**src/rtl/ysyx_25030085_lsu.sv**
```systemverilog
// ysyx_25030085_lsu: load/store unit between EXU and the data memory port
module ysyx_25030085_lsu #(
    parameter int unsigned TIMEOUT = 255,
    parameter int unsigned CNT_W   = 16
) (
    input  logic        clk,
    input  logic        rst_n,
    input  logic        in_valid_i,
    output logic        in_ready_o,
    input  logic        in_we_i,
    input  logic [2:0]  in_op_i,
    input  logic [31:0] in_addr_i,
    input  logic [31:0] in_wdata_i,
    input  logic [4:0]  in_rd_i,
    output logic        mem_req_o,
    output logic        mem_we_o,
    output logic [31:0] mem_addr_o,
    output logic [31:0] mem_wdata_o,
    output logic [3:0]  mem_wmask_o,
    input  logic        mem_ack_i,
    input  logic [31:0] mem_rdata_i,
    output logic        out_valid_o,
    input  logic        out_ready_i,
    output logic [31:0] out_rdata_o,
    output logic [4:0]  out_rd_o,
    output logic        out_wen_o,
    output logic        out_err_o
);
    typedef enum logic [1:0] {IDLE = 2'd0, BUSY = 2'd1, RESP = 2'd2} state_e;

    localparam logic [CNT_W-1:0] CNT_LAST = CNT_W'(TIMEOUT - 1);

    state_e      state_q, state_d;
    logic [CNT_W-1:0] cnt_q, cnt_d;
    logic        we_q, we_d;
    logic [2:0]  op_q, op_d;
    logic [1:0]  off_q, off_d;
    logic [4:0]  rd_q, rd_d;
    logic        mem_req_q, mem_req_d;
    logic        mem_we_q, mem_we_d;
    logic [31:0] mem_addr_q, mem_addr_d;
    logic [31:0] mem_wdata_q, mem_wdata_d;
    logic [3:0]  mem_wmask_q, mem_wmask_d;
    logic [31:0] rdata_q, rdata_d;
    logic        wen_q, wen_d;
    logic        err_q, err_d;

    logic        accept, op_ok, align_ok;
    logic [3:0]  st_mask;
    logic [31:0] st_data;
    logic [7:0]  ld_b;
    logic [15:0] ld_h;
    logic [31:0] ld_ext;

    assign in_ready_o  = rst_n & (state_q == IDLE);
    assign out_valid_o = (state_q == RESP);
    assign mem_req_o   = mem_req_q;
    assign mem_we_o    = mem_we_q;
    assign mem_addr_o  = mem_addr_q;
    assign mem_wdata_o = mem_wdata_q;
    assign mem_wmask_o = mem_wmask_q;
    assign out_rdata_o = rdata_q;
    assign out_rd_o    = rd_q;
    assign out_wen_o   = wen_q;
    assign out_err_o   = err_q;

    // Request decode: legality, store lane placement and load extraction
    always_comb begin
        accept   = in_valid_i & in_ready_o;
        op_ok    = in_we_i ? (in_op_i inside {3'b000, 3'b001, 3'b010})
                           : (in_op_i inside {3'b000, 3'b001, 3'b010, 3'b100, 3'b101});
        align_ok = (in_op_i[1:0] == 2'b01) ? ~in_addr_i[0] :
                   (in_op_i[1:0] == 2'b10) ? (in_addr_i[1:0] == 2'b00) : 1'b1;
        st_mask  = (in_op_i[1:0] == 2'b00) ? (4'b0001 << in_addr_i[1:0]) :
                   (in_op_i[1:0] == 2'b01) ? (in_addr_i[1] ? 4'b1100 : 4'b0011) : 4'b1111;
        st_data  = (in_op_i[1:0] == 2'b00) ? {4{in_wdata_i[7:0]}} :
                   (in_op_i[1:0] == 2'b01) ? {2{in_wdata_i[15:0]}} : in_wdata_i;
        ld_b     = mem_rdata_i[{off_q, 3'b000} +: 8];
        ld_h     = mem_rdata_i[{off_q[1], 4'b0000} +: 16];
        ld_ext   = (op_q == 3'b000) ? {{24{ld_b[7]}}, ld_b} :
                   (op_q == 3'b001) ? {{16{ld_h[15]}}, ld_h} :
                   (op_q == 3'b010) ? mem_rdata_i :
                   (op_q == 3'b100) ? {24'b0, ld_b} :
                   (op_q == 3'b101) ? {16'b0, ld_h} : 32'b0;
    end

    // Next-state: IDLE accepts, BUSY waits for ack or timeout, RESP waits for writeback
    always_comb begin
        state_d     = state_q;
        cnt_d       = cnt_q;
        we_d        = we_q;
        op_d        = op_q;
        off_d       = off_q;
        rd_d        = rd_q;
        mem_req_d   = mem_req_q;
        mem_we_d    = mem_we_q;
        mem_addr_d  = mem_addr_q;
        mem_wdata_d = mem_wdata_q;
        mem_wmask_d = mem_wmask_q;
        rdata_d     = rdata_q;
        wen_d       = wen_q;
        err_d       = err_q;
        case (state_q)
            IDLE: begin
                if (accept) begin
                    we_d  = in_we_i;
                    op_d  = in_op_i;
                    off_d = in_addr_i[1:0];
                    rd_d  = in_rd_i;
                    if (op_ok && align_ok) begin
                        state_d     = BUSY;
                        cnt_d       = '0;
                        mem_req_d   = 1'b1;
                        mem_we_d    = in_we_i;
                        mem_addr_d  = {in_addr_i[31:2], 2'b00};
                        mem_wdata_d = in_we_i ? st_data : 32'b0;
                        mem_wmask_d = in_we_i ? st_mask : 4'b0000;
                    end else begin
                        state_d = RESP;
                        rdata_d = 32'b0;
                        wen_d   = 1'b0;
                        err_d   = 1'b1;
                    end
                end
            end
            BUSY: begin
                if (mem_ack_i && mem_req_q) begin
                    state_d   = RESP;
                    mem_req_d = 1'b0;
                    mem_we_d  = 1'b0;
                    rdata_d   = we_q ? 32'b0 : ld_ext;
                    wen_d     = ~we_q & (rd_q != 5'd0);
                    err_d     = 1'b0;
                end else if (cnt_q == CNT_LAST) begin
                    state_d   = RESP;
                    mem_req_d = 1'b0;
                    mem_we_d  = 1'b0;
                    rdata_d   = 32'b0;
                    wen_d     = 1'b0;
                    err_d     = 1'b1;
                end else begin
                    cnt_d = cnt_q + 1'b1;
                end
            end
            RESP: begin
                if (out_ready_i) state_d = IDLE;
            end
            default: state_d = IDLE;
        endcase
    end

    // State and output registers; reset drops any in-flight transaction
    always_ff @(posedge clk or negedge rst_n) begin
        if (!rst_n) begin
            state_q     <= IDLE;
            cnt_q       <= '0;
            we_q        <= 1'b0;
            op_q        <= 3'b0;
            off_q       <= 2'b0;
            rd_q        <= 5'b0;
            mem_req_q   <= 1'b0;
            mem_we_q    <= 1'b0;
            mem_addr_q  <= 32'b0;
            mem_wdata_q <= 32'b0;
            mem_wmask_q <= 4'b0;
            rdata_q     <= 32'b0;
            wen_q       <= 1'b0;
            err_q       <= 1'b0;
        end else begin
            state_q     <= state_d;
            cnt_q       <= cnt_d;
            we_q        <= we_d;
            op_q        <= op_d;
            off_q       <= off_d;
            rd_q        <= rd_d;
            mem_req_q   <= mem_req_d;
            mem_we_q    <= mem_we_d;
            mem_addr_q  <= mem_addr_d;
            mem_wdata_q <= mem_wdata_d;
            mem_wmask_q <= mem_wmask_d;
            rdata_q     <= rdata_d;
            wen_q       <= wen_d;
            err_q       <= err_d;
        end
    end
endmodule

```
**config.mk**
```make
export PLATFORM = sky130hd
export DESIGN_NAME = ysyx_25030085_lsu
export DESIGN_NICKNAME = d
export VERILOG_FILES = /design/src/rtl/ysyx_25030085_lsu.sv
export SDC_FILE = /design/constraint.sdc
export NUM_CORES = 1
export LEC_CHECK = 0
export ABC_AREA = 0
export CORE_MARGIN = 1
export CORE_UTILIZATION = 49
export DETAILED_ROUTE_END_ITERATION = 16
export PLACE_DENSITY = 0.86
export SLEW_MARGIN = 20
export SYNTH_ARGS = -nofsm -noshare
export SYNTH_HDL_FRONTEND = slang
export SYNTH_SLANG_ARGS = --single-unit
```
**constraint.sdc**
```tcl
create_clock -name clk -period 3.4 [get_ports clk]
set_clock_uncertainty 0.05 [all_clocks]
set_input_delay 0.34 -clock clk [delete_from_list [all_inputs] [get_ports clk]]
set_output_delay 0.34 -clock clk [all_outputs]
set_load 0.05 [all_outputs]
```
After elaboration in Yosys (flattened, before gate mapping)
Index checks and enable logic that the tools add are counted.
- flip-flop bits (word level): 131
- bits of input ports: 110
- logic and storage cells: 109
- add/subtract/negate cells: 1
- eq/ne operators: 20
- shift-type cells: 3
- muxes and demuxes: 49
- bitwise logic cells: 5
- reductions and logical operators: 17
- operator list (cell ; number):
    $mux 32 ; 11
    $mux 16 ; 6
    $pmux 32 s2 ; 1
    $pmux 16 s2 ; 1
    $shiftx 32x6->16 ; 1
    $shiftx 32x6->8 ; 1
    $add 16x1->16 const B ; 1
    $eq 16x8->1 const B ; 1
    $mux 1 ; 16
    $mux 4 ; 4
    $eq 3x3->1 const B ; 4
    $mux 2 ; 5
    $reduce_bool 5->1 ; 2
    $ne 2x2->1 const B ; 4
    $pmux 1 s2 ; 4
    $reduce_and 4->1 ; 2
    $eq 3x1->1 const B ; 2
    $eq 3x2->1 const B ; 2
    $logic_not 2->1 ; 3
    $logic_not 3->1 ; 2
    $pmux 2 s3 ; 1
    $reduce_and 3->1 ; 2
    $reduce_and 5->1 ; 1
    $eq 2x1->1 const B ; 2
    other kinds (10) ; 16

Longest topological paths before layout
Gate-level depths: netlist (run 1).
- word-level depth: 9
- depth in mapped cells: 9
- depth with buffers taken out: 7

Least setup slack after synthesis (run 1)
Ideal clock, no wire load.
- kind: reg2reg
- from: register cnt_q[0]
- to: register rdata_q[15], in the netlist out_rdata_o[15]
- library setup time: 121 ps
- arrival: 1782 ps
- required time: 3229 ps
- path slack: 1447 ps
- cell stages (with the launch flop): 9
- period minus slack after synthesis: 1953 ps
- path through: dfrtp_1 -> inv_1 -> ha_1 -> nor3b_1 -> nand4_2 -> a221o_1 -> buf_6 -> buf_6 -> a22o_1
- word-level cells in the longest chain between the ends: 3
- RTL lines (element ; line ; source):
    from (decl) ; 34 ; logic [CNT_W-1:0] cnt_q, cnt_d;
    from (signal assigned) ; 171 ; cnt_q <= cnt_d;
    $eq 16x8->1 ; 134 ; end else if (cnt_q == CNT_LAST) begin
    $ne 3x3->1 (no line) ; - ;
    $reduce_and 4->1 (no line) ; - ;
    to (signal assigned) ; 181 ; rdata_q <= rdata_d;
    to (decl) ; 44 ; logic [31:0] rdata_q, rdata_d;
Every way passes these cells.
A chain may end at the register's enable or synchronous reset.

Worst setup path after layout (run 1)
- from: register op_q[0]
- to: register rdata_q[10], in the netlist out_rdata_o[10]
- word-level cells in the longest chain between the ends: 9
- elaborated cells on any way between the ends: 13
- those cells by class: eq/ne (4); mux (8); reduce/logical (1)
- RTL lines (element ; line ; source):
    from (decl) ; 36 ; logic [2:0] op_q, op_d;
    from (signal assigned) ; 173 ; op_q <= op_d;
    $eq 3x3->1 ; 84 ; (op_q == 3'b101) ? {16'b0, ld_h} : 32'b0;
    $mux 16 ; 84 ;
    $mux 16 ; 83 ; (op_q == 3'b100) ? {24'b0, ld_b} :
    $mux 32 ; 82 ; (op_q == 3'b010) ? mem_rdata_i :
    $mux 32 ; 81 ; (op_q == 3'b001) ? {{16{ld_h[15]}}, ld_h} :
    $mux 32 (*) ; 80 ; ld_ext = (op_q == 3'b000) ? {{24{ld_b[7]}}, ld_b} :
    $mux 32 (*) ; 131 ; rdata_d = we_q ? 32'b0 : ld_ext;
    $mux 32 (*) ; 127 ; if (mem_ack_i && mem_req_q) begin
    $pmux 32 s2 (*) ; 103 ; case (state_q)
Every way passes the cells marked *; elsewhere a longest branch is shown, timed or not.

==> results.env, run 1 <==
PIN_COUNT_OF_THE_BIGGEST_NET_ENTERING_GLOBAL_ROUTING=72
SYN-CELL-AREA_SQ_UM=6350
NNETSFINAL=1004
WORST-R2R-CELL-COUNT=5
POWERDENSITY_nW_PER_UM2=922
SETUP_WS_NS=0.663
FRACTION_OF_LAYOUT_INSTANCES_USING_A_DRIVE_STRENGTH_ABOVE_1=0.0674
TIMING.REG2REG.SETUP_SLACK_NS=0.66
PATH_MAX_FANOUT=29
TRITONCTS='yes'
PRECTSSETUPSLACK_NS=0.815
DR_TOTAL_VIAS=5890
CTS-BUFFERS-INSERTED=17
DIE_X_UM=116
GLOBALROUTETOTALUTIL=0.297
WORST_SETUP_HOLD_PATH_CLK_SLEW_NS=0.06
ROUTE.ANTENNA.REMAINING_NETS=0
FIRST_GLOBAL_VIAS=5657
DP_HPWL_UM=13300
HOLD_PATH.CLASS='input port to asynchronous set/reset pin'
GLOBALROUTE.TOTALOVERFLOW=0
DETAIL_ROUTE.WIRELENGTH_UM=19300
SYNTH-SEQ-CELLS=131
POST-CTS-SETUP-BUFFERS=0
YS_SEQ_AREA_FRAC=0.517
CTS-HOLD-FIX-BUFFERS=0
WORSTMARGINPINSLEW_NS=1.01
YOSYS.AREA.TOP_TYPE_SHARE=0.517
HOLD_SLACK_NS=0.0431
ACHIEVABLE-FREQUENCY_MHz=365
TIMING.MAX_CAP.VIOLATIONS=0
FILLCELLCOUNT=939
SYNTH_AREA_LEADERS='dfrtp_1 (52%), nand2_1 (11%), mux2i_1 (7.1%)'
YOSYS_MOST_USED_DFF='dfrtp_1'
CTS_SINKS=131
CTS_REPAIR_RESIZE_COUNT=0
FINAL_HOLD_VIOL_COUNT=0
POSTSYNTHAREAPERCELL_SQ_UM=9.24
TOTAL_LEAKAGE_POWER_nW=4.38
CTS-ROOT-BUF='clkbuf_16'
IR_WORST_VDD_uV=679
MAX_SLEW_MARGIN=0.330
CRITICAL_PATH.STARTPOINT_TYPE='flop'
CLK_PATH_BUF_DEPTH=2
YOSYSWARNINGS=0
TNS_NS=0
MOSTFREQUENTLAYOUTCELLS='clkdlybuf4s50_1 (217), nand2_1 (182), dfrtp_1 (131)'
ANTENNA_FOUND_INITIAL=0
FIRSTDRTPASSITERS=7
IO-PIN-COUNT=221
SETUP.WORST_PATH.END_CLASS='flop'
HTREE_LEVELS=4
LAYOUT-AREA-OVERHEAD-VS-SYNTH_PCT=46.7
FINAL.MIN_CLOCK_PERIOD_NS=2.74
ENDPOINT_REQUIRED_TIME_ON_THE_CRITICAL_PATH_NS=3.69
PORT_BUFFERS=218
NUM_ANTENNA_CELLS=0
LAYOUT.CELLS.MOST_COMMON='clkdlybuf4s50_1'
SETUP-VIOLATIONS-FINAL=0
FP.DIEAREA_SQ_UM=13400
NUMBER_OF_REMAINING_DRC_ERRORS=0
GP_ROUTABILITY_CONGESTION=0.851
RR_ENDPOINT='out_rdata_o[10]'
SYNTH_CELL_TYPE_COUNT=53
DIE-HEIGHT_UM=116
FLOORPLAN.CORE_AREA_SQ_UM=12600
WORSTPATHARRIVAL_NS=3.03
GRT_FIRST_PASS_WIRELENGTH_UM=29700
RUN_STATUS='completed'
FINALMAXSLEWVIOLATIONS=0
WIRE_PER_INST_UM=17.9
NUMBER_OF_DRC_VIOLATIONS_AFTER_DETAILED_ROUTING_ITERATION_0=378
YS_ASYNC_SR_FRACTION=1.00
DPL-INSTANCE-AREA_SQ_UM=8630
FIN_UTIL=0.738
TIMING.SETUP.CRITICAL_PATH_CLASS='flop to flop'
CRIT-REG2REG-LAUNCH='op_q[0]'
ROWS=41
SYNTH_AREA_LEADER_CELL='dfrtp_1'
GRT_SETUP_UNREPAIRED='false'
SYN_INST=687
DETAIL_ROUTE.VIAS_PER_CELL=5.47
INITIAL_CORE_UTIL=0.503
CLK_LATENCY_NS=0.42
FINALCRITPERIODSHARE=0.805
SYNTH-EDFF-COUNT=0
DESIGN_AREA_SQ_UM=9310
cell usage after synthesis, drive strengths merged (2+ instances only):
cell	number
nor3b	2
mux2	9
nor2	39
or3b	2
nor3	2
nand2b	4
nor2b	8
nor4	2
nand2	183
dfrtp	131
and4	3
a21o	2
buf	18
o211ai	3
a22o	18
o221ai	5
mux2i	45
a21oi	36
xor2	10
inv	21
and2	5
and3	6
a31oi	3
clkbuf	26
o22ai	7
ha	2
nand4	6
o21ai	58
o31ai	3
o311ai	2
a21boi	2
nand3	10
or4	3
routing by layer:
metal	vias up	part of all wire	track usage
li1	2762	-	-
met1	2834	0.41	0.376
met2	248	0.49	0.469
met3	46	0.072	0.0889
met4	0	0.032	0.134
met5	-	0	0
kinds of logic (layout without fill, tap and decap cells):
logic type | after synthesis | in the layout | synth area share
simple gates | 279 | 279 | 0.192
buf+inv | 65 | 282 | 0.0446
fa+ha+maj | 2 | 2 | 0.00394
compound gates | 145 | 145 | 0.142
xor+xnor | 10 | 10 | 0.0138
flops | 131 | 131 | 0.517
mux | 54 | 54 | 0.0869
other cells | 1 | 2 | 0.000591
flip-flops by register name, summed over array words and instances, names as in the netlist, 3 cells and up:
register     count
out_rd_o         5
out_rdata_o     32
mem_wdata_o     32
mem_addr_o      30
op_q             3
mem_wmask_o      4
cnt_q           16
power by group:
part / total [mW] / internal [mW] / switching [mW]
clock: 2.11 / 1.43 / 0.675
combinational: 3.99 / 1.35 / 2.65
sequential: 2.48 / 2.04 / 0.438
total: 8.58 / 4.82 / 3.76
cell type report:
class | count | area, sq um | area share
tap | 172 | 215 | 0.0231
inverter | 21 | 78.8 | 0.00847
sequential | 131 | 3280 | 0.352
timing repair buffer | 229 | 2270 | 0.243
multi-input combinational | 492 | 2790 | 0.300
clock buffer | 23 | 478 | 0.0514
clock inverter | 9 | 199 | 0.0214
metrics by stage:
stage | std cells | power [mW]
after floorplan | 688 | 5.05
after global placement | 1045 | 6.38
after global routing | 1077 | 8.94
after detailed placement | 1045 | 6.44
after CTS | 1077 | 8.60
final | 1077 | 8.58
worst max-delay path, cell delays in order (launching register included):
cell and delay, ns:
dfrtp_1 0.96, inv_1 0.21, nand2_1 0.31, a21oi_1 0.09, nor3_1 0.74, a22o_1 0.30
worst max path at each step:
stage / depth (start not counted) / start / to / slack [ns]
2_1_floorplan: 8 / cnt_q[0] / out_rdata_o[15] / 1.45
6_report: 5 / op_q[0] / out_rdata_o[10] / 0.66
5_1_grt: 5 / op_q[0] / out_rdata_o[10] / 0.45
3_5_place_dp: 5 / in_we_i / out_rdata_o[10] / 0.81
4_1_cts: 5 / op_q[0] / out_rdata_o[10] / 0.78
3_3_place_gp: 5 / in_we_i / out_rdata_o[12] / 0.62
Power figures use the tool's default switching activity.
==> run 2: changes to the inputs <==
--- a/config.mk
+++ b/config.mk
@@ -7,9 +7,9 @@
 export LEC_CHECK = 0
 export ABC_AREA = 0
 export CORE_MARGIN = 1
-export CORE_UTILIZATION = 49
+export CORE_UTILIZATION = 46
 export DETAILED_ROUTE_END_ITERATION = 16
-export PLACE_DENSITY = 0.86
+export PLACE_DENSITY = 0.81
 export SLEW_MARGIN = 20
 export SYNTH_ARGS = -nofsm -noshare
 export SYNTH_HDL_FRONTEND = slang
==> constraint.sdc (replaced) <==
create_clock -name clk -period 2.8 [get_ports clk]
set_clock_uncertainty 0.05 [all_clocks]
set_input_delay 0.28 -clock clk [delete_from_list [all_inputs] [get_ports clk]]
set_output_delay 0.28 -clock clk [all_outputs]
set_load 0.05 [all_outputs]
==> run 2 against run 1 <==
Combinational power rose by 23%. Final cell count increased by 0.93%. Global-route usage shrank 1.9 points. Via count is 0.76% lower. Die area rose by 6.4%. Core utilization fell by 3.8 points. Flip-flop and latch count stayed put. Worst hold slack better by 0.20 ns. Clock-buffer cell count unchanged. Wire length is 2.4% lower. Non-clock buffer count increased by 7. Largest power group unchanged.
==> results.env, run 2 (synthesis gave the netlist of run 1 again) <==
TIMING.MAX_CAP.VIOLATIONS=0
INTERNAL-POWER_mW=5.70
PWR-SHARE-COMB=0.479
FINAL_HOLD_VIOL_COUNT=0
MAX_SLEW_MARGIN=0.320
TRITONCTS='yes'
FIRST_GLOBAL_VIAS=5793
ROWS=42
TNS_NS=0
FLOORPLAN.CORE_AREA_SQ_UM=13300
SLOWEST_STAGE='clkdlybuf4s50_1'
SETUP-VIOLATIONS-FINAL=0
CRITICAL_PATH.STARTPOINT_TYPE='flop'
HOLD_PATH.CLASS='input port to asynchronous set/reset pin'
MOSTFREQUENTLAYOUTCELLS='clkdlybuf4s50_1 (217), nand2_1 (182), dfrtp_1 (131)'
P_SWITCHING_mW=4.55
ACHIEVABLE-FREQUENCY_MHz=419
GRT_FIRST_PASS_WIRELENGTH_UM=30300
HTREE_LEVELS=4
FINAL.MIN_CLOCK_PERIOD_NS=2.38
FINALCRITPERIODSHARE=0.852
DP_HPWL_UM=13300
POST-CTS-SETUP-BUFFERS=0
SEQ_POWER_SHARE=0.289
DETAIL_ROUTE.VIAS_PER_CELL=5.38
CTS-BUFFERS-INSERTED=17
CPLARGESTDELAYFAMILY='buffers and inverters'
DIE-HEIGHT_UM=119
WORSTPATHARRIVAL_NS=2.05
NUMBER_OF_REMAINING_DRC_ERRORS=0
WORSTMARGINPINSLEW_NS=1.02
GLOBALROUTETOTALUTIL=0.277
POWER.CLOCK.FRACTION=0.233
PORT_BUFFERS=218
FIRSTDRTPASSITERS=5
PIN_COUNT_OF_THE_BIGGEST_NET_ENTERING_GLOBAL_ROUTING=66
CLK_PATH_BUF_DEPTH=2
CLK_LATENCY_NS=0.42
SWITCHING_SHARE=0.444
SLOWEST_DELAY_NS=0.79
POWERDENSITY_nW_PER_UM2=1100
WIRE_PER_INST_UM=17.3
PATH_MAX_FANOUT=7
CTS_SINKS=131
TOTAL_LEAKAGE_POWER_nW=4.40
NUM_ANTENNA_CELLS=0
ANTENNA_FOUND_INITIAL=0
FP.DIEAREA_SQ_UM=14300
GRT_SETUP_UNREPAIRED='false'
LAYOUT-AREA-OVERHEAD-VS-SYNTH_PCT=47.2
IO-PIN-COUNT=221
CRITICAL_PATH.N_BUFFERS_INVERTERS=1
GLOBALROUTE.TOTALOVERFLOW=0
NNETSFINAL=1011
CTS-ROOT-BUF='clkbuf_16'
GP_ROUTABILITY_CONGESTION=0.834
FRACTION_OF_LAYOUT_INSTANCES_USING_A_DRIVE_STRENGTH_ABOVE_1=0.0714
CELL_CHAIN_CRITICAL_PATH='nor2_1 > and2_1 > clkdlybuf4s50_1'
FILLCELLCOUNT=1015
FINALMAXSLEWVIOLATIONS=0
IR_WORST_VDD_uV=839
NUMBER_OF_DRC_VIOLATIONS_AFTER_DETAILED_ROUTING_ITERATION_0=352
DR_TOTAL_VIAS=5845
SETUP.WORST_PATH.END_CLASS='output pin'
RUN_STATUS='completed'
TIMING.SETUP.CRITICAL_PATH_CLASS='flop to output pin'
DETAIL_ROUTE.WIRELENGTH_UM=18800
WORST_SETUP_HOLD_PATH_CLK_SLEW_NS=0.06
INITIAL_CORE_UTIL=0.475
ROUTE.ANTENNA.REMAINING_NETS=0
LAYOUT.CELLS.MOST_COMMON='clkdlybuf4s50_1'
DIE_X_UM=119
FIN_UTIL=0.700
ENDPOINT_REQUIRED_TIME_ON_THE_CRITICAL_PATH_NS=2.47
[run 2: cell count changes in the layout (fill, tap and decap cells not counted), sizes merged]
cell,delta
buf,+6
bufinv,-2
clkinvlp,+1
dlygate4sd3,+1
[run 2: area by class of cell]
class | instances | area [sq um] | area share
clock buffer | 23 | 478 | 0.0512
clock inverter | 8 | 150 | 0.0161
inverter | 21 | 78.8 | 0.00844
multi-input combinational | 492 | 2790 | 0.299
sequential | 131 | 3280 | 0.351
tap | 176 | 220 | 0.0236
timing repair buffer | 236 | 2350 | 0.251
[run 2: path summary, 6_finish.rpt]
path                               start         endpoint  slack (ns)  depth (start not counted)
setup / recovery              state_q[1]       in_ready_o        0.42                          3
hold / removal                     rst_n  out_rdata_o[27]        0.24                          2
setup reg to reg                off_q[1]  out_rdata_o[29]        0.44                          4
hold reg to reg            mem_addr_o[5]    mem_addr_o[5]        0.42                          2
max in group asynchronous          rst_n    mem_addr_o[6]        0.84                          4
min in group clk           in_addr_i[21]   mem_addr_o[21]        0.34                          3
[run 2: what timing repair did]
action                                 in CTS  in global routing
resized for setup                           0                  0
endpoints found under the hold margin      25                  0
hold buffers                                1                  0
[run 2: layer usage]
| layer | up-vias | wire [um] | GRT usage |
|---|---|---|---|
| li1 | 2767 | - | - |
| met1 | 2805 | 7750 | 0.358 |
| met2 | 239 | 9100 | 0.434 |
| met3 | 34 | 1480 | 0.0881 |
| met4 | 0 | 509 | 0.105 |
| met5 | - | 0 | 0 |
[run 2: power groups by stage]
stage                     registers, mW  clock network, mW  logic [mW]
after detailed placement           2.97                  0        4.87
after floorplan                    4.68                  0        1.45
after CTS                          2.96               2.40        4.91
final                              2.96               2.38        4.90
after global routing               3.04               2.51        5.19
after global placement             2.96                  0        4.83
[run 2: stage by stage]
stage               std cells  instance area (sq um)  total power [mW]  worst slack (ns)  hold WS, ns
CTS                      1087                   9340              10.3             0.410        0.234
detailed placement       1055                   8700              7.84             0.397        0.106
floorplan                 688                   6350              6.13             0.847      -0.0656
global placement         1055                   8700              7.79             0.449        0.103
global route             1087                   9340              10.7             0.308        0.267
finish                   1087                   9340              10.2             0.415        0.241
[run 2: worst register-to-register path, stage by stage, from the launching register on]
cell and delay [ns]:
dfrtp_1 0.70, mux2i_1 0.27, a21oi_1 0.83, o21ai_0 0.31, nand2_1 0.13
